File: config.mk
export PLATFORM = sky130hd
export DESIGN_NAME = sega_pad_sequencer
export DESIGN_NICKNAME = d
export VERILOG_FILES = /design/src/rtl/sega_joy_pkg.sv /design/src/rtl/sega_pad_decode.sv /design/src/rtl/sega_pad_sequencer.sv
export SDC_FILE = /design/constraint.sdc
export NUM_CORES = 1
export LEC_CHECK = 0
export CAP_MARGIN = 30
export CORE_MARGIN = 5
export CORE_UTILIZATION = 40
export CTS_CLUSTER_SIZE = 8
export DETAILED_ROUTE_END_ITERATION = 16
export GPL_ROUTABILITY_DRIVEN = 1
export HOLD_SLACK_MARGIN = 0.08
export SLEW_MARGIN = 20
export SYNTH_ARGS = -nofsm -noshare
export SYNTH_HDL_FRONTEND = slang
export SYNTH_SLANG_ARGS = --single-unit
export TNS_END_PERCENT = 1
File: constraint.sdc
create_clock -name clk50 -period 3.5 [get_ports clk50]
set_input_delay 0.35 -clock clk50 [delete_from_list [all_inputs] [get_ports clk50]]
set_output_delay 0.35 -clock clk50 [all_outputs]
set_load 0.005 [all_outputs]
File: src/rtl/sega_joy_pkg.sv
// Shared types and constants for the Sega pad scanner.
// SEGA_JOY_6BTN_EN enables the extended 6-button scan.
package sega_joy_pkg;

  localparam int BTN_UP    = 0;
  localparam int BTN_DN    = 1;
  localparam int BTN_LT    = 2;
  localparam int BTN_RT    = 3;
  localparam int BTN_B     = 4;
  localparam int BTN_C     = 5;
  localparam int BTN_A     = 6;
  localparam int BTN_START = 7;
  localparam int BTN_Z     = 8;
  localparam int BTN_Y     = 9;
  localparam int BTN_X     = 10;
  localparam int BTN_MODE  = 11;

  localparam int LN_UP = 0;
  localparam int LN_DN = 1;
  localparam int LN_LT = 2;
  localparam int LN_RT = 3;
  localparam int LN_B  = 4;
  localparam int LN_C  = 5;

  typedef enum logic [1:0] {
    NONE = 2'b00,
    PAD3 = 2'b01,
    PAD6 = 2'b10
  } sj_type_t;

  typedef enum logic [1:0] {
    ST_IDLE,
    ST_SCAN,
    ST_COMMIT
  } scan_state_t;

  typedef struct packed {
    logic [11:0] btn;
    sj_type_t    typ;
  } pad_stat_t;

`ifdef SEGA_JOY_6BTN_EN
  localparam logic [2:0] LAST_STEP = 3'd7;
  localparam bit         SIX_EN    = 1'b1;
`else
  localparam logic [2:0] LAST_STEP = 3'd1;
  localparam bit         SIX_EN    = 1'b0;
`endif

endpackage

File: src/rtl/sega_pad_decode.sv
// Per-pad line synchroniser, staging, type detection and
// lock-aware commit of the decoded button word.
module sega_pad_decode
  import sega_joy_pkg::*;
(
  input  logic        clk50,
  input  logic        reset,
  input  logic [5:0]  sj,
  input  logic        sample,
  input  logic [2:0]  step,
  input  logic        commit,
  input  logic        lock,
  output logic [11:0] status,
  output logic [1:0]  sj_type,
  output logic        frame_done
);

  logic [5:0]  sync1;
  logic [5:0]  sync2;
  logic [5:0]  p;
  logic [11:0] stg;
  logic        present;
  logic        six;
  logic        pending;
  pad_stat_t   dec;
  pad_stat_t   hold;
  pad_stat_t   cur;

  assign p = ~sync2;

  always_ff @(posedge clk50) begin
    if (reset) begin
      sync1 <= '1;
      sync2 <= '1;
    end else begin
      sync1 <= sj;
      sync2 <= sync1;
    end
  end

  always_ff @(posedge clk50) begin
    if (reset) begin
      stg     <= '0;
      present <= 1'b0;
      six     <= 1'b0;
    end else if (sample) begin
      unique case (step)
        3'd0: begin
          // A/START land on bits 7:6; a new frame clears the rest
          stg     <= {4'b0, p[LN_C], p[LN_B], 6'b0};
          present <= p[LN_LT] & p[LN_RT];
          six     <= 1'b0;
        end
        3'd1: stg[BTN_C:BTN_UP] <= p;
        3'd4: six <= SIX_EN && (&p[LN_RT:LN_UP]);
        3'd5: begin
          if (six)
            stg[BTN_MODE:BTN_Z] <= p[LN_RT:LN_UP];
        end
        default: ;
      endcase
    end
  end

  always_comb begin
    dec = '0;
    if (present) begin
      dec.btn = stg;
      dec.typ = PAD3;
      if (six)
        dec.typ = PAD6;
      else
        dec.btn[BTN_MODE:BTN_Z] = '0;
    end
  end

  // hold keeps a finished frame intact while the next scan
  // refills staging under a long lock
  always_ff @(posedge clk50) begin
    if (reset) begin
      cur        <= '0;
      hold       <= '0;
      pending    <= 1'b0;
      frame_done <= 1'b0;
    end else begin
      frame_done <= 1'b0;
      if (commit && !lock) begin
        cur        <= dec;
        pending    <= 1'b0;
        frame_done <= 1'b1;
      end else if (commit) begin
        hold    <= dec;
        pending <= 1'b1;
      end else if (pending && !lock) begin
        cur        <= hold;
        pending    <= 1'b0;
        frame_done <= 1'b1;
      end
    end
  end

  assign status  = cur.btn;
  assign sj_type = cur.typ;

endmodule

File: src/rtl/sega_pad_sequencer.sv
// Frame timer, SEL sequencer and scan FSM for both Sega pads.
// SEGA_JOY_6BTN_EN selects the 8-step scan (default: 2 steps).
module sega_pad_sequencer
  import sega_joy_pkg::*;
#(
  parameter int CLK_HZ   = 50_000_000,
  parameter int PHASE_US = 8,
  parameter int FRAME_US = 2000
) (
  input  logic        clk50,
  input  logic        reset,
  input  logic [5:0]  sj1,
  input  logic [5:0]  sj2,
  input  logic        lock,
  output logic        sj1_sel,
  output logic        sj2_sel,
  output logic [11:0] status1,
  output logic [11:0] status2,
  output logic [1:0]  sj_type1,
  output logic [1:0]  sj_type2,
  output logic        frame_done
);

  localparam int DIV = CLK_HZ / 1_000_000;
  localparam int PW  = (DIV > 1) ? $clog2(DIV) : 1;
  localparam int FW  = $clog2(FRAME_US);
  localparam int SW  = $clog2(PHASE_US);

  logic [PW-1:0] pre_cnt;
  logic [FW-1:0] frm_cnt;
  logic          tick;
  logic          frm_wrap;

  scan_state_t   state;
  scan_state_t   state_nx;
  logic [2:0]    step;
  logic [2:0]    step_nx;
  logic [SW-1:0] ph_cnt;
  logic [SW-1:0] ph_nx;
  logic          sel;
  logic          sel_nx;
  logic          sample;
  logic          commit;
  logic          fd1;
  logic          fd2;

  assign tick     = (pre_cnt == PW'(DIV - 1));
  assign frm_wrap = tick && (frm_cnt == FW'(FRAME_US - 1));

  always_ff @(posedge clk50) begin
    if (reset) begin
      pre_cnt <= '0;
      frm_cnt <= '0;
    end else begin
      pre_cnt <= tick ? '0 : pre_cnt + 1'b1;
      if (tick)
        frm_cnt <= frm_wrap ? '0 : frm_cnt + 1'b1;
    end
  end

  always_ff @(posedge clk50) begin
    if (reset) begin
      state  <= ST_IDLE;
      step   <= '0;
      ph_cnt <= '0;
      sel    <= 1'b1;
    end else begin
      state  <= state_nx;
      step   <= step_nx;
      ph_cnt <= ph_nx;
      sel    <= sel_nx;
    end
  end

  always_comb begin
    state_nx = state;
    step_nx  = step;
    ph_nx    = ph_cnt;
    sample   = 1'b0;
    commit   = 1'b0;
    sel_nx   = 1'b1;
    unique case (1'b1)
      (state == ST_IDLE): begin
        if (frm_wrap) begin
          state_nx = ST_SCAN;
          step_nx  = '0;
          ph_nx    = '0;
        end
      end
      (state == ST_SCAN): begin
        if (tick) begin
          if (ph_cnt == SW'(PHASE_US - 1)) begin
            sample = 1'b1;
            ph_nx  = '0;
            if (step == LAST_STEP)
              state_nx = ST_COMMIT;
            else
              step_nx = step + 3'd1;
          end else begin
            ph_nx = ph_cnt + 1'b1;
          end
        end
      end
      (state == ST_COMMIT): begin
        commit   = 1'b1;
        state_nx = ST_IDLE;
        step_nx  = '0;
      end
      default: state_nx = ST_IDLE;
    endcase
    // registered so the pad pins never see decode glitches
    if (state_nx == ST_SCAN)
      sel_nx = step_nx[0];
  end

  assign sj1_sel = sel;
  assign sj2_sel = sel;

  sega_pad_decode u_pad1 (
    .clk50      (clk50),
    .reset      (reset),
    .sj         (sj1),
    .sample     (sample),
    .step       (step),
    .commit     (commit),
    .lock       (lock),
    .status     (status1),
    .sj_type    (sj_type1),
    .frame_done (fd1)
  );

  sega_pad_decode u_pad2 (
    .clk50      (clk50),
    .reset      (reset),
    .sj         (sj2),
    .sample     (sample),
    .step       (step),
    .commit     (commit),
    .lock       (lock),
    .status     (status2),
    .sj_type    (sj_type2),
    .frame_done (fd2)
  );

  assign frame_done = fd1 | fd2;

endmodule

Yosys cells after proc, flatten, opt, wreduce, memory -nomap -nowiden
Index checks and enable logic that the tools add are counted.
{"block": "classes", "add_sub_neg": 4, "n_eq_ne": 12, "mux": 39, "bitwise": 7, "n_reduce_logical": 24}
{"cell": "14-bit two-way mux", "n": 6}
{"cell": "6-bit one-hot mux with 2 select lines", "n": 2}
{"cell": "3-bit two-way mux", "n": 7}
{"cell": "10-bit two-way mux", "n": 2}
{"cell": "1-bit two-way mux", "n": 14}
{"cell": "6-bit inverter", "n": 2}
{"cell": "2-bit nonzero test", "n": 6}
{"cell": "11-bit by 1-bit adder with 11-bit output (second input constant)", "n": 1}
{"cell": "11-bit equality test (second input constant)", "n": 1}
{"cell": "11-bit two-way mux", "n": 1}
{"cell": "2-bit AND reduction", "n": 5}
{"cell": "3-bit one-hot mux with 3 select lines", "n": 1}
{"cell": "2-bit two-way mux", "n": 4}
{"cell": "2-bit inequality test (second input constant)", "n": 4}
{"cell": "3-bit by 1-bit adder with 3-bit output (second input constant)", "n": 2}
{"cell": "6-bit by 1-bit adder with 6-bit output (second input constant)", "n": 1}
{"cell": "6-bit equality test (second input constant)", "n": 1}
{"cell": "3-bit one-hot mux with 2 select lines", "n": 1}
{"cell": "2-bit OR reduction", "n": 3}
{"cell": "5-bit AND reduction", "n": 1}
{"cell": "2-bit by 1-bit equality test with 1-bit output (second input constant)", "n": 2}
{"cell": "1-bit logical AND", "n": 4}
{"cell": "2-bit one-hot mux with 2 select lines", "n": 1}
{"cell": "3-bit by 1-bit equality test with 1-bit output (second input constant)", "n": 1}
{"cell": "other kinds (11)", "n": 13}
{"block": "totals", "reg_bits": 128, "inputBits": 15, "output_inout_bits": 31, "word_cells": 115}

Logic depth before layout (Yosys ltp)
{"block": "depth", "depth_word": 8, "depth_mapped": 7}

Cells and area by module
A second synthesis with hierarchy kept.
{"block": "unflattened", "cells_unflattened": 464, "area_unflattened_um2": 4359.2}
{"mod": "sega_pad_decode", "n_inst": 2, "cells_each": 159, "area_each_um2": 1546.5, "seq_area_each_um2": 820.8}
{"mod": "sega_pad_sequencer", "n_inst": 1, "cells_each": 146, "area_each_um2": 1266.2, "seq_area_each_um2": 520.5}

Least setup slack after synthesis
OpenSTA, ideal clock, no wires.
{"block": "synth_timing", "path_type": "reg-to-reg", "startpoint": "register ph_cnt[0]", "endpoint": "register u_pad1.stg[5]", "setup_time_ns": 0.070, "arrival_ns": 1.493, "t_required_ns": 3.430, "path_slack_ns": 1.937, "stages_incl_launch_ff": 8, "path_buffers": 1, "path_cell_list": "dfxtp_1 > ha_1 > ha_1 > nand3b_1 > nor4_4 > buf_6 > nand3b_1 > a21oi_1"}
{"block": "synth_between", "elab_chain_len": 5}
{"element": "start: declaration", "line": "sega_pad_sequencer.sv:38", "text": "logic [SW-1:0] ph_cnt;"}
{"element": "start signal: assignment", "line": "sega_pad_sequencer.sv:70", "text": "ph_cnt <= ph_nx;"}
{"element": "3-bit equality test", "line": "sega_pad_sequencer.sv:92", "text": "if (ph_cnt == SW'(PHASE_US - 1)) begin"}
{"element": "1-bit two-way mux", "line": "sega_pad_sequencer.sv:92"}
{"element": "1-bit two-way mux", "line": "sega_pad_sequencer.sv:91", "text": "if (tick) begin"}
{"element": "1-bit two-way mux", "line": "sega_pad_sequencer.sv:82", "text": "unique case (1'b1)"}
{"element": "2-bit AND reduction (no line)"}
{"element": "end signal: assignment", "line": "sega_pad_decode.sv:50", "text": "stg <= {4'b0, p[LN_C], p[LN_B], 6'b0};"}
{"element": "end signal: indexed assignment", "line": "sega_pad_decode.sv:54", "text": "3'd1: stg[BTN_C:BTN_UP] <= p;"}
{"element": "end signal: indexed assignment", "line": "sega_pad_decode.sv:58", "text": "stg[BTN_MODE:BTN_Z] <= p[LN_RT:LN_UP];"}
{"element": "end: declaration", "line": "sega_pad_decode.sv:21", "text": "logic [11:0] stg;"}
Every way passes these cells.
A chain may end at the register's enable or synchronous reset.

Final worst setup path
{"block": "layout_timing", "startpoint": "register pre_cnt[0]", "endpoint": "register u_pad1.stg[6]"}
{"block": "layout_between", "elab_chain_len": 4}
{"element": "start: declaration", "line": "sega_pad_sequencer.sv:29", "text": "logic [PW-1:0] pre_cnt;"}
{"element": "start signal: assignment", "line": "sega_pad_sequencer.sv:55", "text": "pre_cnt <= tick ? '0 : pre_cnt + 1'b1;"}
{"element": "6-bit equality test", "line": "sega_pad_sequencer.sv:47", "text": "assign tick = (pre_cnt == PW'(DIV - 1));"}
{"element": "1-bit two-way mux", "line": "sega_pad_sequencer.sv:91"}
{"element": "1-bit two-way mux", "line": "sega_pad_sequencer.sv:82"}
{"element": "2-bit AND reduction (no line)"}
Every way passes these cells.

==> impl_metrics.yaml <==
pwr:
  ir_drop_mv: 0.199
  power.density_nw_per_um2: 424
  p_sw_mw: 0.460
  power.total_mw: 2.02
  p_int_mw: 1.56
  pwr-share-comb_pct: 2.8
  p_seq_share_pct: 61.9
  pwr-share-clk_pct: 35.3
  swShare_pct: 22.8
  power_leakage_nw: 1.57
synthesis:
  synth_top_area_share_pct: 51.2
  synth-seq-cells: 108
  yosys.area.top_type: "dfxtp_1"
  syn_inst: 454
  netlist-cell-type-count: 47
  synth-simple-area-share_pct: 26.8
  avgSynthCellArea_um2: 9.30
  synth_top_family_by_area: "simple AND/OR/NAND/NOR gates"
  ys.flop_type: "dfxtp_1"
  synth.cell_area_um2: 4220
  synthArstFlopShare_pct: 0
  synth_compound_area_share_pct: 12.6
  muxShareOfSynthArea_pct: 0.741
  synth_fa_ha_area_share_pct: 1.48
  synth_edf_count: 0
  synth.yosys.seq_area_share_pct: 51.2
  ys_top_cells_by_area: "dfxtp_1 (51%), a21oi_1 (5.2%), or2_2 (4.0%)"
  yosys.area_share.xor_xnor_pct: 2.07
  yosysWarnings: 0
worst_setup_path:
  cp.arrival_ns: 2.65
  max_stage_delay_ns: 0.87
  crit_required_ns: 3.73
  cp.buffers_inverters: 0
  path_cells: "ha_1 > nand3b_1 > nor4_4 > and2_1 > a211oi_1"
  crit_path_start_kind: "flip-flop"
  critical_path.startpoint: "pre_cnt[0]"
  crit_family: "simple AND/OR/NAND/NOR gates"
  rr_startpoint: "pre_cnt[0]"
  end_kind: "flip-flop"
  crit_type: "reg2reg"
  worstPathMaxFanout: 17
  crit_slowest_cell: "nor4_4"
floorplanning:
  coreArea_um2: 10300
  dieArea_um2: 12700
  chipHeight_um: 113
  initial_core_util_pct: 40.9
  dieWidth_um: 113
  rows: 37
  io_pins: 46
global_route:
  grt-busiest-layer: "met1"
  overflow: 0
  grt_max_degree: 70
  use_met1_pct: 20.9
  antenna_found_initial: 0
  grt.total_usage_pct: 14.4
  grt_use_met3_pct: 2.73
  grt_pass1_vias: 3100
  met2_usage_pct: 20.5
  grt_pass1_wl_um: 15100
finish:
  layout.cells.most_common_list: "dfxtp_1 (108), a21oi_1 (44), nand2_1 (40)"
  nNetsFinal: 492
  layout-drive-gt1-share_pct: 10.9
  syn2layout_area_growth_pct: 12.7
  final_common_cell: "dfxtp_1"
  antennaDiodeCount: 0
drt:
  drtAntennaViolNets: 0
  drt_iter0_drc: 419
  dr.pass1.iters: 5
  wl_per_cell_um: 14.1
  via_per_inst: 5.32
  routed_wl_um: 8630
  dr_total_vias: 3259
  drc: 0
sta:
  worst_pin_slew_ns: 0.805
  min_period_over_period_pct: 69.0
  relSlewSlack_pct: 46.2
  setup_tns_ns: 0
  finalCriticalPeriod_ns: 2.42
  rsz0062_at_grt: "false"
  finClkSkew_ns: 0.0108
  hold_viol: 0
  setup_viol: 0
  max_freq_mhz: 414
  slew_viol_final: 0
clocking:
  postCtsSetupRepairBufs: 0
  ctsResizeCount: 0
  clk_pin_slew_worst_paths_ns: 0.10
  clk-insertion-delay-late_ns: 0.37
  ctsHoldBuffers: 0
  cts_root_buf: "clkbuf_8"
  cts_buffers: 9
  clock-sinks: 108
  htreeDepth: 3
  cts_tree: "done"
  clk_path_buf_depth: 2
hold_path:
  min_from: "u_pad1.sync1[3]"
  hp-class: "reg2reg"
placed_design:
  dpl.hpwl_um: 5820
  gp_congestion: 0.789
  port_buffers: 35
outcome:
  status: "finished, final reports clean"
flow_run:
  maxCapViolations: 0
[metal layers]
layer	vias to the layer above	routed length [um]
li1	1635	-
met1	1533	4370
met2	77	3720
met3	14	354
met4	0	182
met5	-	0
[flip-flops by register name, indices dropped and copies added, names as in the netlist, 2 cells and up]
signal	cells
step	3
u_pad1.sync2	6
u_pad1.sync1	6
frm_cnt	11
u_pad2.status	8
pre_cnt	6
u_pad1.stg	8
u_pad2.stg	8
u_pad2.sync1	6
state	2
ph_cnt	3
u_pad1.hold	9
u_pad2.sync2	6
u_pad2.hold	9
u_pad1.status	8
[final cells by class]
class | count | area, um2
Fill cell | 980 | 5560
Sequential cell | 108 | 2160
Multi-Input combinational cell | 314 | 1880
Timing Repair Buffer | 36 | 353
Tap cell | 136 | 170
Clock buffer | 11 | 141
Clock inverter | 5 | 41.3
Inverter | 3 | 11.3
[synth_stat cells, types with 2 or more instances]
master and count:
o31ai_1 2, and4bb_2 2, nand4bb_1 2, and2_1 4, clkbuf_1 20, inv_1 3, a222oi_1 16, nor2b_1 3
buf_4 12, nand3b_1 15, nor3b_2 2, or3_1 4, mux2i_1 2, nor2_1 39, nand2b_1 4, nor3_1 8
nor4_4 2, nand4_1 6, a21oi_1 44, and3_1 2, xnor2_1 6, xor2_1 4, nand3_1 31, nor4_1 4
o21ai_0 7, nand2_1 40, or2_2 27, buf_2 5, a221oi_1 2, dfxtp_1 108, o21bai_1 2, ha_1 5
a211oi_1 5, and3b_1 3
[logic make-up (layout without fill, tap and decap cells)]
| group | after synthesis | in the layout |
|---|---|---|
| adder cells (fa/ha/maj) | 5 | 5 |
| XOR/XNOR | 10 | 10 |
| other | 1 | 10 |
| AND/OR/NAND/NOR | 204 | 204 |
| flip-flops | 108 | 108 |
| buffers and inverters | 41 | 55 |
| multiplexers | 3 | 3 |
| AO/OA/AOI/OAI | 82 | 82 |
[worst paths after layout]
kind	endpoint	slack, ns	cells after the start
worst max-delay path	u_pad1.stg[6]	1.08	5
worst min-delay path	u_pad1.sync2[3]	0.42	1
worst max register to register	u_pad1.stg[6]	1.08	5
worst min register to register	u_pad1.sync2[3]	0.42	1
[power by group through the flow]
| stage | logic [mW] | clock network [mW] | registers, mW |
|---|---|---|---|
| 3_3_place_gp | 0.0566 | 0 | 1.28 |
| 4_1_cts | 0.0575 | 0.739 | 1.25 |
| 5_1_grt | 0.0640 | 0.795 | 1.25 |
| 6_report | 0.0573 | 0.713 | 1.25 |
| 3_5_place_dp | 0.0576 | 0 | 1.28 |
| 2_1_floorplan | 0.0460 | 0 | 1.28 |
[stage by stage]
step | utilization, % | area, um2 | setup WS (ns) | instances | hold WS [ns]
floorplan | - | 4260 | 1.94 | 463 | 0.389
global placement | 44.4 | 4580 | 1.22 | 597 | 0.396
detailed placement | 44.4 | 4580 | 1.13 | 597 | 0.397
CTS | 46.1 | 4760 | 1.09 | 613 | 0.418
global route | 46.1 | 4760 | 0.853 | 613 | 0.437
finish | 46.1 | 4760 | 1.08 | 613 | 0.419
[worst register-to-register path, cell delays in order (launching register included)]
cell and delay, ns:
dfxtp_1 0.38, ha_1 0.20, nand3b_1 0.42, nor4_4 0.87, and2_1 0.31, a211oi_1 0.10
No activity file was read; power rests on OpenSTA's default activity.
